==> src/rtl/one_unit_div3.sv <==
// Sequential divide-by-3 of a 4x4 signed 26-bit matrix on one shared restoring divider.
// Optional build macro ONE_UNIT_DIV3_ROUND_EN selects round-to-nearest instead of truncation.
module one_unit_div3 (
  input  logic               clk_div,
  input  logic               rst_div,
  input  logic               start_div,
  input  logic signed [25:0] iw11, iw12, iw13, iw14,
  input  logic signed [25:0] iw21, iw22, iw23, iw24,
  input  logic signed [25:0] iw31, iw32, iw33, iw34,
  input  logic signed [25:0] iw41, iw42, iw43, iw44,
  output logic               busy_div,
  output logic               done_div,
  output logic signed [25:0] ow11, ow12, ow13, ow14,
  output logic signed [25:0] ow21, ow22, ow23, ow24,
  output logic signed [25:0] ow31, ow32, ow33, ow34,
  output logic signed [25:0] ow41, ow42, ow43, ow44
);

  typedef enum logic [2:0] {
    S_IDLE  = 3'd0,
    S_LOAD  = 3'd1,
    S_DIV   = 3'd2,
    S_STORE = 3'd3,
    S_DONE  = 3'd4
  } state_t;

  state_t      state_q, state_d;
  logic [25:0] iw_s   [16];
  logic [25:0] snap_q [16];
  logic [25:0] snap_d [16];
  logic [25:0] ow_q   [16];
  logic [25:0] ow_d   [16];
  logic [3:0]  e_q, e_d;
  logic [4:0]  cnt_q, cnt_d;
  logic [25:0] mag_q, mag_d;
  logic [1:0]  rem_q, rem_d;
  logic        neg_q, neg_d;
  logic        busy_q, busy_d;
  logic        done_q, done_d;
  logic [25:0] cur_s;
  logic [2:0]  rem_sh_s;
  logic [2:0]  rem_sub_s;
  logic [25:0] q_mag_s;

  assign iw_s[0]  = iw11;  assign iw_s[1]  = iw12;  assign iw_s[2]  = iw13;  assign iw_s[3]  = iw14;
  assign iw_s[4]  = iw21;  assign iw_s[5]  = iw22;  assign iw_s[6]  = iw23;  assign iw_s[7]  = iw24;
  assign iw_s[8]  = iw31;  assign iw_s[9]  = iw32;  assign iw_s[10] = iw33;  assign iw_s[11] = iw34;
  assign iw_s[12] = iw41;  assign iw_s[13] = iw42;  assign iw_s[14] = iw43;  assign iw_s[15] = iw44;

  assign cur_s     = snap_q[e_q];
  assign rem_sh_s  = {rem_q, mag_q[25]};
  assign rem_sub_s = rem_sh_s - 3'd3;
`ifdef ONE_UNIT_DIV3_ROUND_EN
  // A remainder of 2 means the fractional part is 2/3, so round the magnitude up.
  assign q_mag_s   = mag_q + {25'd0, (rem_q == 2'd2)};
`else
  assign q_mag_s   = mag_q;
`endif

  // Next-state, divider datapath and output register updates.
  always_comb begin
    state_d = state_q;
    snap_d  = snap_q;
    ow_d    = ow_q;
    e_d     = e_q;
    cnt_d   = cnt_q;
    mag_d   = mag_q;
    rem_d   = rem_q;
    neg_d   = neg_q;
    case (state_q)
      S_IDLE: begin
        if (start_div) begin
          snap_d  = iw_s;
          e_d     = 4'd0;
          state_d = S_LOAD;
        end else begin
          state_d = S_IDLE;
        end
      end
      S_LOAD: begin
        neg_d   = cur_s[25];
        mag_d   = cur_s[25] ? (~cur_s + 26'd1) : cur_s;
        rem_d   = 2'd0;
        cnt_d   = 5'd25;
        state_d = S_DIV;
      end
      S_DIV: begin
        if (rem_sh_s >= 3'd3) begin
          rem_d = rem_sub_s[1:0];
          mag_d = {mag_q[24:0], 1'b1};
        end else begin
          rem_d = rem_sh_s[1:0];
          mag_d = {mag_q[24:0], 1'b0};
        end
        if (cnt_q == 5'd0) begin
          state_d = S_STORE;
        end else begin
          cnt_d   = cnt_q - 5'd1;
          state_d = S_DIV;
        end
      end
      S_STORE: begin
        ow_d[e_q] = neg_q ? (~q_mag_s + 26'd1) : q_mag_s;
        if (e_q == 4'd15) begin
          state_d = S_DONE;
        end else begin
          e_d     = e_q + 4'd1;
          state_d = S_LOAD;
        end
      end
      S_DONE:  state_d = S_IDLE;
      default: state_d = S_IDLE;
    endcase
    busy_d = (state_d == S_LOAD) || (state_d == S_DIV) || (state_d == S_STORE);
    done_d = (state_d == S_DONE);
  end

  // State and datapath registers with synchronous reset.
  always_ff @(posedge clk_div) begin
    if (rst_div) begin
      state_q <= S_IDLE;
      e_q     <= 4'd0;
      cnt_q   <= 5'd0;
      mag_q   <= 26'd0;
      rem_q   <= 2'd0;
      neg_q   <= 1'b0;
      busy_q  <= 1'b0;
      done_q  <= 1'b0;
      for (int i = 0; i < 16; i++) begin
        snap_q[i] <= 26'd0;
        ow_q[i]   <= 26'd0;
      end
    end else begin
      state_q <= state_d;
      e_q     <= e_d;
      cnt_q   <= cnt_d;
      mag_q   <= mag_d;
      rem_q   <= rem_d;
      neg_q   <= neg_d;
      busy_q  <= busy_d;
      done_q  <= done_d;
      snap_q  <= snap_d;
      ow_q    <= ow_d;
    end
  end

  assign busy_div = busy_q;
  assign done_div = done_q;
  assign ow11 = ow_q[0];   assign ow12 = ow_q[1];   assign ow13 = ow_q[2];   assign ow14 = ow_q[3];
  assign ow21 = ow_q[4];   assign ow22 = ow_q[5];   assign ow23 = ow_q[6];   assign ow24 = ow_q[7];
  assign ow31 = ow_q[8];   assign ow32 = ow_q[9];   assign ow33 = ow_q[10];  assign ow34 = ow_q[11];
  assign ow41 = ow_q[12];  assign ow42 = ow_q[13];  assign ow43 = ow_q[14];  assign ow44 = ow_q[15];

endmodule
==> config.mk <==
export PLATFORM = sky130hd
export DESIGN_NAME = one_unit_div3
export DESIGN_NICKNAME = d
export VERILOG_FILES = /design/src/rtl/one_unit_div3.sv
export SDC_FILE = /design/constraint.sdc
export NUM_CORES = 2
export LEC_CHECK = 0
export ABC_CLOCK_PERIOD_IN_PS = 5300
export CORE_AREA = 5 5 319 321
export DETAILED_ROUTE_END_ITERATION = 16
export DIE_AREA = 0 0 324 326
export GPL_ROUTABILITY_DRIVEN = 0
export PLACE_DENSITY = 0.58
export SKIP_CTS_REPAIR_TIMING = 1
export SLEW_MARGIN = 10
export SYNTH_ARGS = -nofsm -noshare
export SYNTH_HDL_FRONTEND = slang
export SYNTH_SLANG_ARGS = --single-unit
==> constraint.sdc <==
create_clock -name clk_div -period 5.3 [get_ports clk_div]
set_input_delay 1.325 -clock clk_div [delete_from_list [all_inputs] [get_ports clk_div]]
set_output_delay 1.325 -clock clk_div [all_outputs]
set_load 0.03 [all_outputs]
==> impl_results.rst <==
.. list-table::
   :header-rows: 1

   * - Metric
     - Value
   * - Clock share of power
     - 42.4%
   * - Area share of the leading cell type in the synthesized netlist
     - about half
   * - Compound-cell area share of the yosys netlist
     - 17.3%
   * - TritonCTS Buffers
     - 93
   * - Cell type contributing the most total cell area after synthesis
     - dfxtp_1
   * - Combinational family with the most area after synthesis
     - simple AND/OR/NAND/NOR gates
   * - Portion of netlist area occupied by mux cells
     - 7.79%
   * - Count of final max-slew check failures
     - 0
   * - Core outline area
     - 0.0990 sq mm
   * - First drt pass iteration count
     - 5
   * - Cell class contributing the biggest share of worst-path delay
     - simple AND/OR/NAND/NOR gates
   * - CP Data Arrival Time
     - 4.49 ns
   * - Run status
     - completed
   * - Overflow left after global routing
     - 0
   * - Initial antenna violation count
     - 16
   * - Min-delay worst type
     - flop to flop
   * - Critical path's slowest cell
     - dfxtp_4
   * - Final Core Density
     - 47.5%
   * - Largest net degree at the start of global routing
     - 220
   * - Dominant cells by area after synthesis
     - dfxtp_1 51%, nand2_1 10%, mux4_2 6.7%
   * - Chip Height
     - 326 microns
   * - Die Area
     - ~0.11 sq mm
   * - Setup slack, reg-to-reg
     - 1.40 ns
   * - Number of maximum-capacitance constraint violations
     - 0
   * - Count of distinct cell types in the synthesized netlist
     - 66
   * - Sequential fraction of the synthesis area
     - 51.3%
   * - Global-route wire length before repair
     - ~200000 microns
   * - Total track usage
     - 25.4%
   * - Highest clock frequency the design can meet
     - 256 MHz
   * - FFs w/ async S/R, synth
     - 0%
   * - Via total after detailed routing
     - 31012
   * - Worst Hold Margin
     - 0.451 ns
   * - Category of the worst setup path capture point
     - flop
   * - RSZ-0062 raised after global routing
     - no
   * - Number of buffer cells added on primary ports
     - 836
   * - Post-Synth XOR/XNOR Area
     - 0.872%
   * - Hold Crit Endpoint
     - ow44[2]
   * - Clock H-tree levels
     - 3
   * - Total setup violations reported at the end of the flow
     - 0
   * - Root buf cell
     - clkbuf_16
   * - Depth of the worst register-to-register path
     - 10
   * - Crit path launch
     - e_q[0]
   * - Switching fraction of total power
     - 26.2%
   * - Routed via count divided by cell count
     - between 5 and 6
   * - Hold Violations, Final
     - 0
   * - Latest clock arrival within the worst-skew pair
     - approximately 0.68 ns
   * - Post-synthesis sequential element count
     - 875
   * - Maximum number of buffers from clock root to sink
     - 3
   * - Net count, final
     - 5030
   * - Buffers plus inverters on the worst setup path
     - 2
   * - Reg2Reg Launch Point
     - e_q[0]
   * - Post-route non-filler standard cell count
     - 5976
   * - Hold depth
     - 2
   * - Cell Area, Synth
     - 0.0342 sq mm
   * - Number of warnings printed during yosys synthesis
     - 0
   * - Drt drc
     - 0
   * - Number of nets produced by synthesis
     - around 4400
   * - Final cycle utilization of the critical path
     - around three quarters
   * - Placed cell count
     - roughly 5800
   * - Worst supply voltage drop on vdd
     - between 0.2 and 0.25 mV
   * - Count of pins on the block boundary
     - 837
   * - Worst reg2reg path endpoint
     - mag_q[20]
   * - Total detailed-routing wirelength
     - 141000 microns
   * - EDFF count, synth
     - 0
   * - Net switching component of the power
     - 4.12 mW
   * - Clock net sink count
     - 875
   * - Least-Margin Pin Slew
     - 1.24 ns
   * - Avg Inst Size Synth
     - 8.66 sq um
   * - Relative contribution of combinational cells to total power
     - 12.4%
   * - Type of the worst setup path
     - flop to flop
   * - CP Max Fanout
     - 23
   * - Final routed wire length divided by cell count
     - 23.7 microns
   * - Static leakage power
     - 16.5 nW
   * - Start point of the worst min-delay path
     - ow44[2]
   * - Vias in the first global route
     - slightly below 30000
   * - Horiz. Die Dim
     - 324 microns
   * - Nature of the critical path startpoint
     - flop
   * - Most common cell in the synthesized netlist
     - nand2_1
   * - Crit path time final
     - 3.90 ns
   * - Clock transition at the registers of the reported paths
     - 0.06 ns
   * - Synthesis-to-layout area growth
     - 37.6%
   * - Critical path required time
     - slightly below 6 ns
   * - Post-synthesis simple-gate area fraction
     - a little under a fifth
   * - Synth top cells by count
     - 955 x nand2_1, 875 x dfxtp_1, 511 x nor2_1, 456 x a21oi_1, 305 x clkbuf_1
   * - CTS tree
     - yes
   * - Number of fill cells in the layout
     - 9627
   * - Row count
     - 116
   * - Top FF cell, synth
     - dfxtp_1
   * - Detail Placement HPWL
     - ~100000 microns
   * - Share of cells above drive strength 1
     - around 8%
   * - Worst path max stage delay
     - 0.64 ns
   * - Adder and majority gate portion of the synthesized area
     - less than 1%
   * - Power per unit of standard cell area
     - 335 mW/mm^2
   * - Cell chain of the critical path
     - buf_4 -> mux4_2 -> nand2_1 -> nand4_1 -> inv_1 -> ha_1 -> a21boi_1 -> nand4_2 -> or3_1 -> a31oi_1
   * - Starting utilization of the core area
     - approximately a third
   * - Pint
     - 11.6 mW
   * - Post-synthesis instance total
     - 3946
   * - Tightest slew margin relative to the limit
     - 17.1%
   * - Worst clock skew on the final layout
     - between 0.03 and 0.04 ns
   * - Final-layout setup total negative slack
     - 0 ns
   * - Initial DRC Count
     - 2386
   * - Antenna Violating Nets Remaining
     - 0
   * - Sequential fraction of design power
     - 45.1%
[power groups by stage]
stage | sequential, mW | combinational, mW | clock [mW]
after global routing | 7.13 | 2.11 | 7.06
after detailed placement | 7.25 | 1.96 | 0
final | 7.11 | 1.95 | 6.68
after global placement | 7.24 | 1.94 | 0
after CTS | 7.10 | 1.96 | 6.82
after floorplan | 7.15 | 1.10 | 0
[how the worst max path moves through the flow]
| stage | to | slack (ns) | cells after the start |
|---|---|---|---|
| after floorplan | mag_q[20] | 1.95 | 13 |
| after global placement | mag_q[20] | 1.47 | 10 |
| after detailed placement | mag_q[20] | 1.39 | 10 |
| after CTS | mag_q[20] | 1.39 | 10 |
| after global routing | mag_q[24] | 1.05 | 10 |
| final | mag_q[20] | 1.40 | 10 |
[metal layers]
layer,share of wire [%],track usage [%]
met5,0.024,0
met4,3.3,8.50
met3,7.3,5.57
met2,49,44.3
met1,40,31.0
[metrics by stage]
stage	total power, mW	instance area (sq um)	setup slack (ns)
2_1_floorplan	8.24	34200	1.95
3_3_place_gp	9.19	43900	1.47
3_5_place_dp	9.20	43900	1.39
4_1_cts	15.9	47000	1.39
5_1_grt	16.3	47000	1.05
6_report	15.7	47000	1.40
[logic make-up after synthesis]
group,count (synthesis)
and+or+nand+nor,1583
buffers and inverters,351
DFF,875
muxes,128
xor gates and xnor gates,34
AOI/OAI and AO/OA,966
adders and majority gates,9
[registers in the layout, summed over array words and instances (netlist names), 5 cells and up]
register / count
ow11: 26
ow43: 26
ow12: 26
ow14: 26
ow13: 26
ow22: 26
ow42: 26
mag_q: 26
ow32: 26
ow34: 26
ow24: 26
ow41: 26
ow33: 26
ow44: 26
ow23: 26
snap_q: 416
ow31: 26
ow21: 26
cnt_q: 5
[cell type report]
type                    instances  area [sq um]  area share (%)
well taps                    1298          1620            3.46
inverters                      17          63.8           0.136
repair buffers                895          8950            19.0
multi-input cells            2720         15700            33.4
flip-flops and latches        875         17500            37.3
diodes                          7          17.5          0.0373
clock inverters                25           337           0.716
clock buffers                 139          2790            5.93
[cells in the final DEF, fill, tap and decap left out, drive strengths merged, types with 43 or more instances in the layout]
master,synthesis,routed
o21ai,111,111
mux4,108,108
clkbuf,305,139
nand2,955,955
buf,29,60
dfxtp,875,875
a21oi,456,456
clkdlybuf4s50,0,835
nor2,511,511
a211oi,290,290
nor3,43,43
[worst register-to-register path: stages, from the launching register on]
cell and delay [ns]:
dfxtp_4 0.64, buf_4 0.47, mux4_2 0.57, nand2_1 0.12, nand4_1 0.21, inv_1 0.14, ha_1 0.18, a21boi_1 0.49
nand4_2 0.41, or3_1 0.47, a31oi_1 0.16
No activity file was read; power rests on OpenSTA's default activity.
